[src/rtl/pc_fetch.sv]
`default_nettype none
// ============================================================================
// Module      : pc_fetch
// Description : Program counter and IF/ID fetch register with stall, branch
//               redirect (absolute / PC-relative) and halt handling.
// Revision    : 1.0 - initial release
// ============================================================================
module pc_fetch #(
  parameter int A = 10,
  parameter int W = 9
) (
  input  logic         clk,
  input  logic         rst_n,
  input  logic         start,
  input  logic [A-1:0] start_addr,
  input  logic         stall,
  input  logic         branch_en,
  input  logic         branch_rel,
  input  logic [A-1:0] branch_target,
  input  logic [7:0]   branch_offset,
  input  logic         halt_req,
  output logic [A-1:0] instr_address,
  input  logic [W-1:0] instr_in,
  output logic [W-1:0] instr_out,
  output logic [A-1:0] instr_pc,
  output logic         instr_valid,
  output logic         done
);

  localparam logic [1:0] c_idle  = 2'd0;
  localparam logic [1:0] c_fetch = 2'd1;
  localparam logic [1:0] c_halt  = 2'd2;

  logic [1:0]   r_state, w_state_nxt;
  logic [A-1:0] r_pc, w_pc_nxt;
  logic [W-1:0] r_instr_out, w_instr_out_nxt;
  logic [A-1:0] r_instr_pc, w_instr_pc_nxt;
  logic         r_valid, w_valid_nxt;
  logic         r_done, w_done_nxt;

  logic         w_halt_take;
  logic         w_branch_take;
  logic [A-1:0] w_rel_target;

  // Decode requests only refer to a live instruction in the IF/ID register
  assign w_halt_take   = r_valid && halt_req;
  assign w_branch_take = r_valid && branch_en && !halt_req;
  assign w_rel_target  = r_instr_pc + A'($signed(branch_offset));

  always_ff @(posedge clk or negedge rst_n) begin
    if (!rst_n) begin
      r_state     <= c_idle;
      r_pc        <= '0;
      r_instr_out <= '0;
      r_instr_pc  <= '0;
      r_valid     <= 1'b0;
      r_done      <= 1'b0;
    end else if (!stall) begin
      r_state     <= w_state_nxt;
      r_pc        <= w_pc_nxt;
      r_instr_out <= w_instr_out_nxt;
      r_instr_pc  <= w_instr_pc_nxt;
      r_valid     <= w_valid_nxt;
      r_done      <= w_done_nxt;
    end
  end

  always_comb begin
    w_state_nxt = r_state;
    case (r_state)
      c_idle:  if (start) w_state_nxt = c_fetch;
      c_fetch: if (w_halt_take) w_state_nxt = c_halt;
      c_halt:  if (start) w_state_nxt = c_fetch;
      default: w_state_nxt = c_idle;
    endcase
  end

  always_comb begin
    w_pc_nxt        = r_pc;
    w_instr_out_nxt = r_instr_out;
    w_instr_pc_nxt  = r_instr_pc;
    w_valid_nxt     = 1'b0;
    w_done_nxt      = r_done;
    case (r_state)
      c_idle: begin
        if (start) w_pc_nxt = start_addr;
      end
      c_fetch: begin
        if (w_halt_take) begin
          w_done_nxt = 1'b1;
        end else if (w_branch_take) begin
          // Squash the sequential fetch; target shows up one cycle later
          w_pc_nxt = branch_rel ? w_rel_target : branch_target;
        end else begin
          w_instr_out_nxt = instr_in;
          w_instr_pc_nxt  = r_pc;
          w_valid_nxt     = 1'b1;
          w_pc_nxt        = r_pc + A'(1);
        end
      end
      c_halt: begin
        w_done_nxt = 1'b1;
        if (start) begin
          w_pc_nxt   = start_addr;
          w_done_nxt = 1'b0;
        end
      end
      default: begin
        w_pc_nxt   = '0;
        w_done_nxt = 1'b0;
      end
    endcase
  end

  assign instr_address = r_pc;
  assign instr_out     = r_instr_out;
  assign instr_pc      = r_instr_pc;
  assign instr_valid   = r_valid;
  assign done          = r_done;

endmodule
`default_nettype wire

[config.mk]
export PLATFORM = sky130hd
export DESIGN_NAME = pc_fetch
export DESIGN_NICKNAME = d
export VERILOG_FILES = /design/src/rtl/pc_fetch.sv
export SDC_FILE = /design/constraint.sdc
export NUM_CORES = 1
export LEC_CHECK = 0
export CELL_PAD_IN_SITES_DETAIL_PLACEMENT = 1
export CELL_PAD_IN_SITES_GLOBAL_PLACEMENT = 1
export CORE_ASPECT_RATIO = 0.8
export CORE_UTILIZATION = 35
export DETAILED_ROUTE_END_ITERATION = 12
export PLACE_DENSITY = 0.91
export SLEW_MARGIN = 10
export SYNTH_ARGS = -nofsm -noshare
export SYNTH_HDL_FRONTEND = slang
export SYNTH_SLANG_ARGS = --single-unit
[constraint.sdc]
create_clock -name clk -period 2.2 [get_ports clk]
set_input_delay 0.22 -clock clk [delete_from_list [all_inputs] [get_ports clk]]
set_output_delay 0.22 -clock clk [all_outputs]
set_load 0.01 [all_outputs]
=== After elaboration in Yosys (flattened, before gate mapping) ===
Index checks and enable logic that the tools add are counted.
W data, S select, Z words.

* Logic and storage cells: 41
* Flip-flop bits (word level): 33
* Output and inout port bits: 31

* Add/sub/neg operators: 2
* Muxes and demuxes: 14
* Equality and inequality tests: 5
* Bitwise gates (word level): 4
* Reduce and logical (&&, ||, !) cells: 10

{| class="wikitable"
|+ Operators with widths
! operator !! count
|-
| $mux W10 || 4
|-
| $pmux W10 S2 || 1
|-
| $add A10 B1 Y10 const B || 1
|-
| $add A10 B10 Y10 || 1
|-
| $reduce_and A3 Y1 || 3
|-
| $mux W1 || 5
|-
| $mux W2 || 2
|-
| $ne A2 B2 Y1 const B || 2
|-
| $not A1 Y1 || 4
|-
| $pmux W2 S2 || 1
|-
| $reduce_and A4 Y1 || 1
|-
| $logic_and A1 B1 Y1 || 3
|-
| $pmux W1 S3 || 1
|-
| $eq A2 B1 Y1 const B || 1
|-
| $eq A2 B2 Y1 const B || 1
|-
| $logic_not A2 Y1 || 1
|-
| $ne A2 B1 Y1 const B || 1
|-
| $reduce_or A2 Y1 || 1
|-
| $logic_not A1 Y1 || 1
|}

=== Longest topological paths before layout ===
* Depth after elaboration: 5
* Depth in mapped cells: 9
* Depth with buffers taken out: 8

=== Worst setup path after synthesis ===
OpenSTA, ideal clock, no wires.

* Path type: register to register
* Start point: reg r_state[0]
* End point: reg r_pc[8], in the netlist instr_address[8]
* Arrival time: 1.796 ns
* Period minus slack after synthesis: 1.930 ns
* Buffers on the path: 0
* Setup time: 0.134 ns
* Stages on the path, launching flop included: 8
* Slack: 0.270 ns
* Cell sequence: dfrtp_1 > inv_1 > ha_1 > o21ba_2 > or3_4 > and2_2 > a311oi_1 > o21ai_0

* Word-level cells in the longest chain between the ends: 4
* Elaborated cells between the ends (all ways): 8
* Classes of those cells: eq/ne (4); mux (1); reduce/logical (3)

{| class="wikitable"
|+ RTL lines
! what !! RTL line !! RTL
|-
| start: declaration || 34 || <nowiki>logic [1:0] r_state, w_state_nxt;</nowiki>
|-
| start signal: assignment || 52 || <nowiki>r_state <= c_idle;</nowiki>
|-
| start signal: assignment || 59 || <nowiki>r_state <= w_state_nxt;</nowiki>
|-
| $eq A2 B2 Y1 or $logic_not A2 Y1 (tied branches) || 84 || <nowiki>case (r_state)</nowiki>
|-
| $reduce_or A2 Y1 (no source line) || -- ||
|-
| $ne A2 B1 Y1 (no source line) || -- ||
|-
| $reduce_and A3 Y1 (no source line) || -- ||
|-
| end signal: assignment || 60 || <nowiki>r_pc <= w_pc_nxt;</nowiki>
|-
| end: declaration || 35 || <nowiki>logic [A-1:0] r_pc, w_pc_nxt;</nowiki>
|}

Parallel ways exist; a longest one is shown, timed or not.
A chain may end at the register's enable or synchronous reset.

=== Worst setup path after layout ===
Ends and elaborated chain as after synthesis.

==> Implementation_results.wiki <==
{| class="wikitable"
! Metric !! Value
|-
| Detailed-route wire length per cell || 18.2 um
|-
| # Post-CTS Setup Buffers || 0
|-
| Number of vias per cell || 5.56
|-
| Max Transition Viols Final || 0
|-
| Startpoint of the lowest-slack register-to-register path || r_state[0]
|-
| Sequential cell area fraction in the yosys report || 35.1%
|-
| Number of global-route vias before repair || 2437
|-
| Synth unique cells || 56
|-
| Hold WC Path Type || input pin to async pin
|-
| Critical path capture point type || register
|-
| Nets || 387
|-
| Initial drt markers || 162
|-
| R2R Path End || instr_address[8]
|-
| Flip-flop and latch count after synthesis || 33
|-
| Fill cells || 764
|-
| Placeable core region || 6440 um^2
|-
| Min Tclk post-route || 2.10 ns
|-
| Worst Path Required || 2.37 ns
|-
| Number of max-capacitance violations reported || 0
|-
| Via total after detailed routing || 2297
|-
| H-tree levels || 2
|-
| Antenna violations before repair || 0
|-
| Run status || completed
|-
| Die extent in y || 75.3 um
|-
| Clock tree from TritonCTS || yes
|-
| Final worst-path cycle share || 95.4%
|-
| Detailed Place HPWL || 5760 um
|-
| Die ar. || 7050 um^2
|-
| Placement Cell Area || 3250 um^2
|-
| I/O pin cnt || 75
|-
| Met1 global-route usage || 27.8%
|-
| Net count after synthesis || 300
|-
| Ratio of cells with drive above 1 in the final layout || 17.0%
|-
| Post-CTS sizing || 0
|-
| Reg power frac || 28.8%
|-
| Syn Std Cell Area || 2350 um^2
|-
| Clock transition time at the flip-flop clock pins of the worst setup and hold paths || 0.07 ns
|-
| Global route hottest layer || met2
|-
| Worst-case reg-to-reg path depth || 7
|-
| Synthesized area per cell || 9.76 um^2
|-
| Site row count || 26
|-
| Total Wirelength || 7500 um
|-
| Ant. Diodes || 0
|-
| Relative area change from synthesis to final layout || 41.9%
|-
| Maximum number of pins on one net before global-route repair || 34
|-
| Leakage power of the design || 1.41 nW
|-
| Launching element of the worst setup path || r_state[0]
|-
| Switching fraction of total power || 41.5%
|-
| Setup tns final || 0 ns
|-
| Slew @ Worst Pin || 0.450 ns
|-
| GRT Total Usage || 22.7%
|-
| Cell internal power dissipation || 2.45 mW
|-
| Utilization of the core after routing || 51.8%
|-
| Sink Count || 33
|-
| Commonest non-fill, non-tap cells in the layout || sky130_fd_sc_hd__clkdlybuf4s50_1, sky130_fd_sc_hd__dfrtp_1, sky130_fd_sc_hd__o21ai_0, sky130_fd_sc_hd__mux2_2, sky130_fd_sc_hd__nand2_1
|-
| Residual DRC count || 0
|-
| Pre-antenna DRT Iters || 4
|-
| Most common cell after layout, fill and taps aside || sky130_fd_sc_hd__clkdlybuf4s50_1
|-
| Switching pwr || 1.73 mW
|-
| Starting Density || 36.5%
|-
| Worst reg-to-reg setup slack || 0.10 ns
|-
| Placed Cells || 405
|-
| Maximum fanout along the worst path || 8
|-
| Final number of hold-violating endpoints || 0
|-
| Final worst clock skew || 0.00723 ns
|-
| Clock root cell || sky130_fd_sc_hd__clkbuf_8
|-
| Number of instances in the synthesized netlist || 241
|-
| Clock insertion delay at the later pin of the skew report || 0.30 ns
|-
| EDFF count, synth || 0
|-
| Buffers on Ports || 74
|-
| Combinational group share of total power || 60.0%
|-
| Cell area after layout || 3340 um^2
|-
| Final ANT Viol Nets || 0
|-
| Final non-filler cell total || 413
|-
| Routability Congestion || 0.840
|-
| Peak clock frequency supported by timing || 476 MHz
|-
| Total overflow reported by the global router || 0
|-
| Yosys Warn Count || 0
|-
| Power density over the cells || 1250 nW/um^2
|-
| Launching element type of the critical path || register
|-
| Final setup violation count || 0
|-
| TritonCTS buffer count || 5
|-
| Slew Limit Headroom || 70.0%
|-
| Cts-stage hold buffer count || 0
|-
| Global-route met2 utilization || 40.4%
|-
| Global-route wire length before repair || 12000 um
|-
| RSZ-0062 raised after global routing || no
|-
| Crit Path Category || register to register
|-
| Horiz. Die Dim || 93.6 um
|-
| Most common flop cell mapped by yosys || sky130_fd_sc_hd__dfrtp_1
|-
| Share of total power in the clock network || 11.2%
|-
| CP arrival || 2.27 ns
|-
| Met3 Use GR || 4.29%
|-
| Proportion of synthesized flip-flops having asynchronous set or reset || 100%
|-
| Maximum resistive drop on vdd || 571 uV
|-
| Number of buffers between clock root and the deepest sink || 2
|}
[per-stage QoR]
| stage | worst slack [ns] | hold slack, ns | total power, mW |
|---|---|---|---|
| 3_5_place_dp | -0.0998 | 0.500 | 3.71 |
| 5_1_grt | 0.0126 | 0.398 | 4.49 |
| 4_1_cts | 0.106 | 0.353 | 4.21 |
| 3_3_place_gp | 0.0155 | 0.487 | 3.56 |
| 2_1_floorplan | 0.270 | -0.0756 | 2.58 |
| 6_report | 0.101 | 0.336 | 4.18 |
[synth_stat cells, drive strengths merged (4+ instances only)]
cell type | n | share of area, %
a211oi | 4 | 1.3
a21oi | 12 | 2.6
and3 | 4 | 1.3
buf | 5 | 2.0
clkbuf | 4 | 1.1
dfrtp | 33 | 35
ha | 14 | 7.5
inv | 8 | 1.3
mux2 | 20 | 9.6
mux2i | 5 | 2.1
nand2 | 18 | 2.9
nand2b | 4 | 1.1
nand3 | 10 | 2.1
nor2 | 11 | 1.8
o211ai | 6 | 1.9
o21a | 4 | 1.3
o21ai | 21 | 4.5
or3 | 6 | 1.8
xnor2 | 6 | 2.2
[final cells by class]
| cell class | instances | area, um^2 | share of cell area, % |
|---|---|---|---|
| multi-input combinational | 191 | 1420 | 42.6 |
| timing repair buffer | 89 | 866 | 26.0 |
| sequential | 33 | 826 | 24.8 |
| tap | 84 | 105 | 3.15 |
| clock buffer | 5 | 68.8 | 2.06 |
| inverter | 8 | 30.0 | 0.900 |
| clock inverter | 3 | 17.5 | 0.525 |
[cells by family after synthesis]
group	Yosys count	synth area share [%]
AOI/OAI and AO/OA	70	19.8
xor gates and xnor gates	8	2.98
adders and majority gates	15	8.30
buffers and inverters	17	4.36
DFF	33	35.1
muxes	25	11.7
and+or+nand+nor	73	17.7
[power groups by stage]
stage | clock network (mW) | logic [mW] | registers (mW)
after global placement | 0 | 2.37 | 1.19
after detailed placement | 0 | 2.50 | 1.21
final | 0.467 | 2.51 | 1.20
after CTS | 0.486 | 2.52 | 1.20
after floorplan | 0 | 1.33 | 1.24
after global routing | 0.507 | 2.72 | 1.26
[critical path: stages, from the launching register on]
cell                       delay, ns
sky130_fd_sc_hd__dfrtp_1        0.40
sky130_fd_sc_hd__buf_4          0.16
sky130_fd_sc_hd__ha_1           0.20
sky130_fd_sc_hd__and3_4         0.18
sky130_fd_sc_hd__or3_4          0.42
sky130_fd_sc_hd__and2_2         0.21
sky130_fd_sc_hd__a311oi_1       0.26
sky130_fd_sc_hd__o21ai_0        0.13
[per-layer routing]
| layer | vias up | wire length [um] |
|---|---|---|
| met1 | 1130 | 3250 |
| li1 | 1075 | - |
| met5 | - | 0 |
| met3 | 13 | 409 |
| met4 | 0 | 140 |
| met2 | 79 | 3710 |
[worst max-delay path by stage]
stage | end | slack [ns] | depth (start not counted)
6_report | instr_address[8] | 0.10 | 7
5_1_grt | instr_address[6] | 0.01 | 8
4_1_cts | instr_address[8] | 0.11 | 7
3_5_place_dp | instr_address[6] | -0.1 | 9
3_3_place_gp | instr_address[6] | 0.02 | 9
2_1_floorplan | instr_address[8] | 0.27 | 7
[registers in the layout, indices dropped and copies added, names as in the netlist]
register and flops:
done 1, instr_address 10, instr_out 9, instr_pc 10, instr_valid 1, r_state 2
No activity file was read; power rests on OpenSTA's default activity.
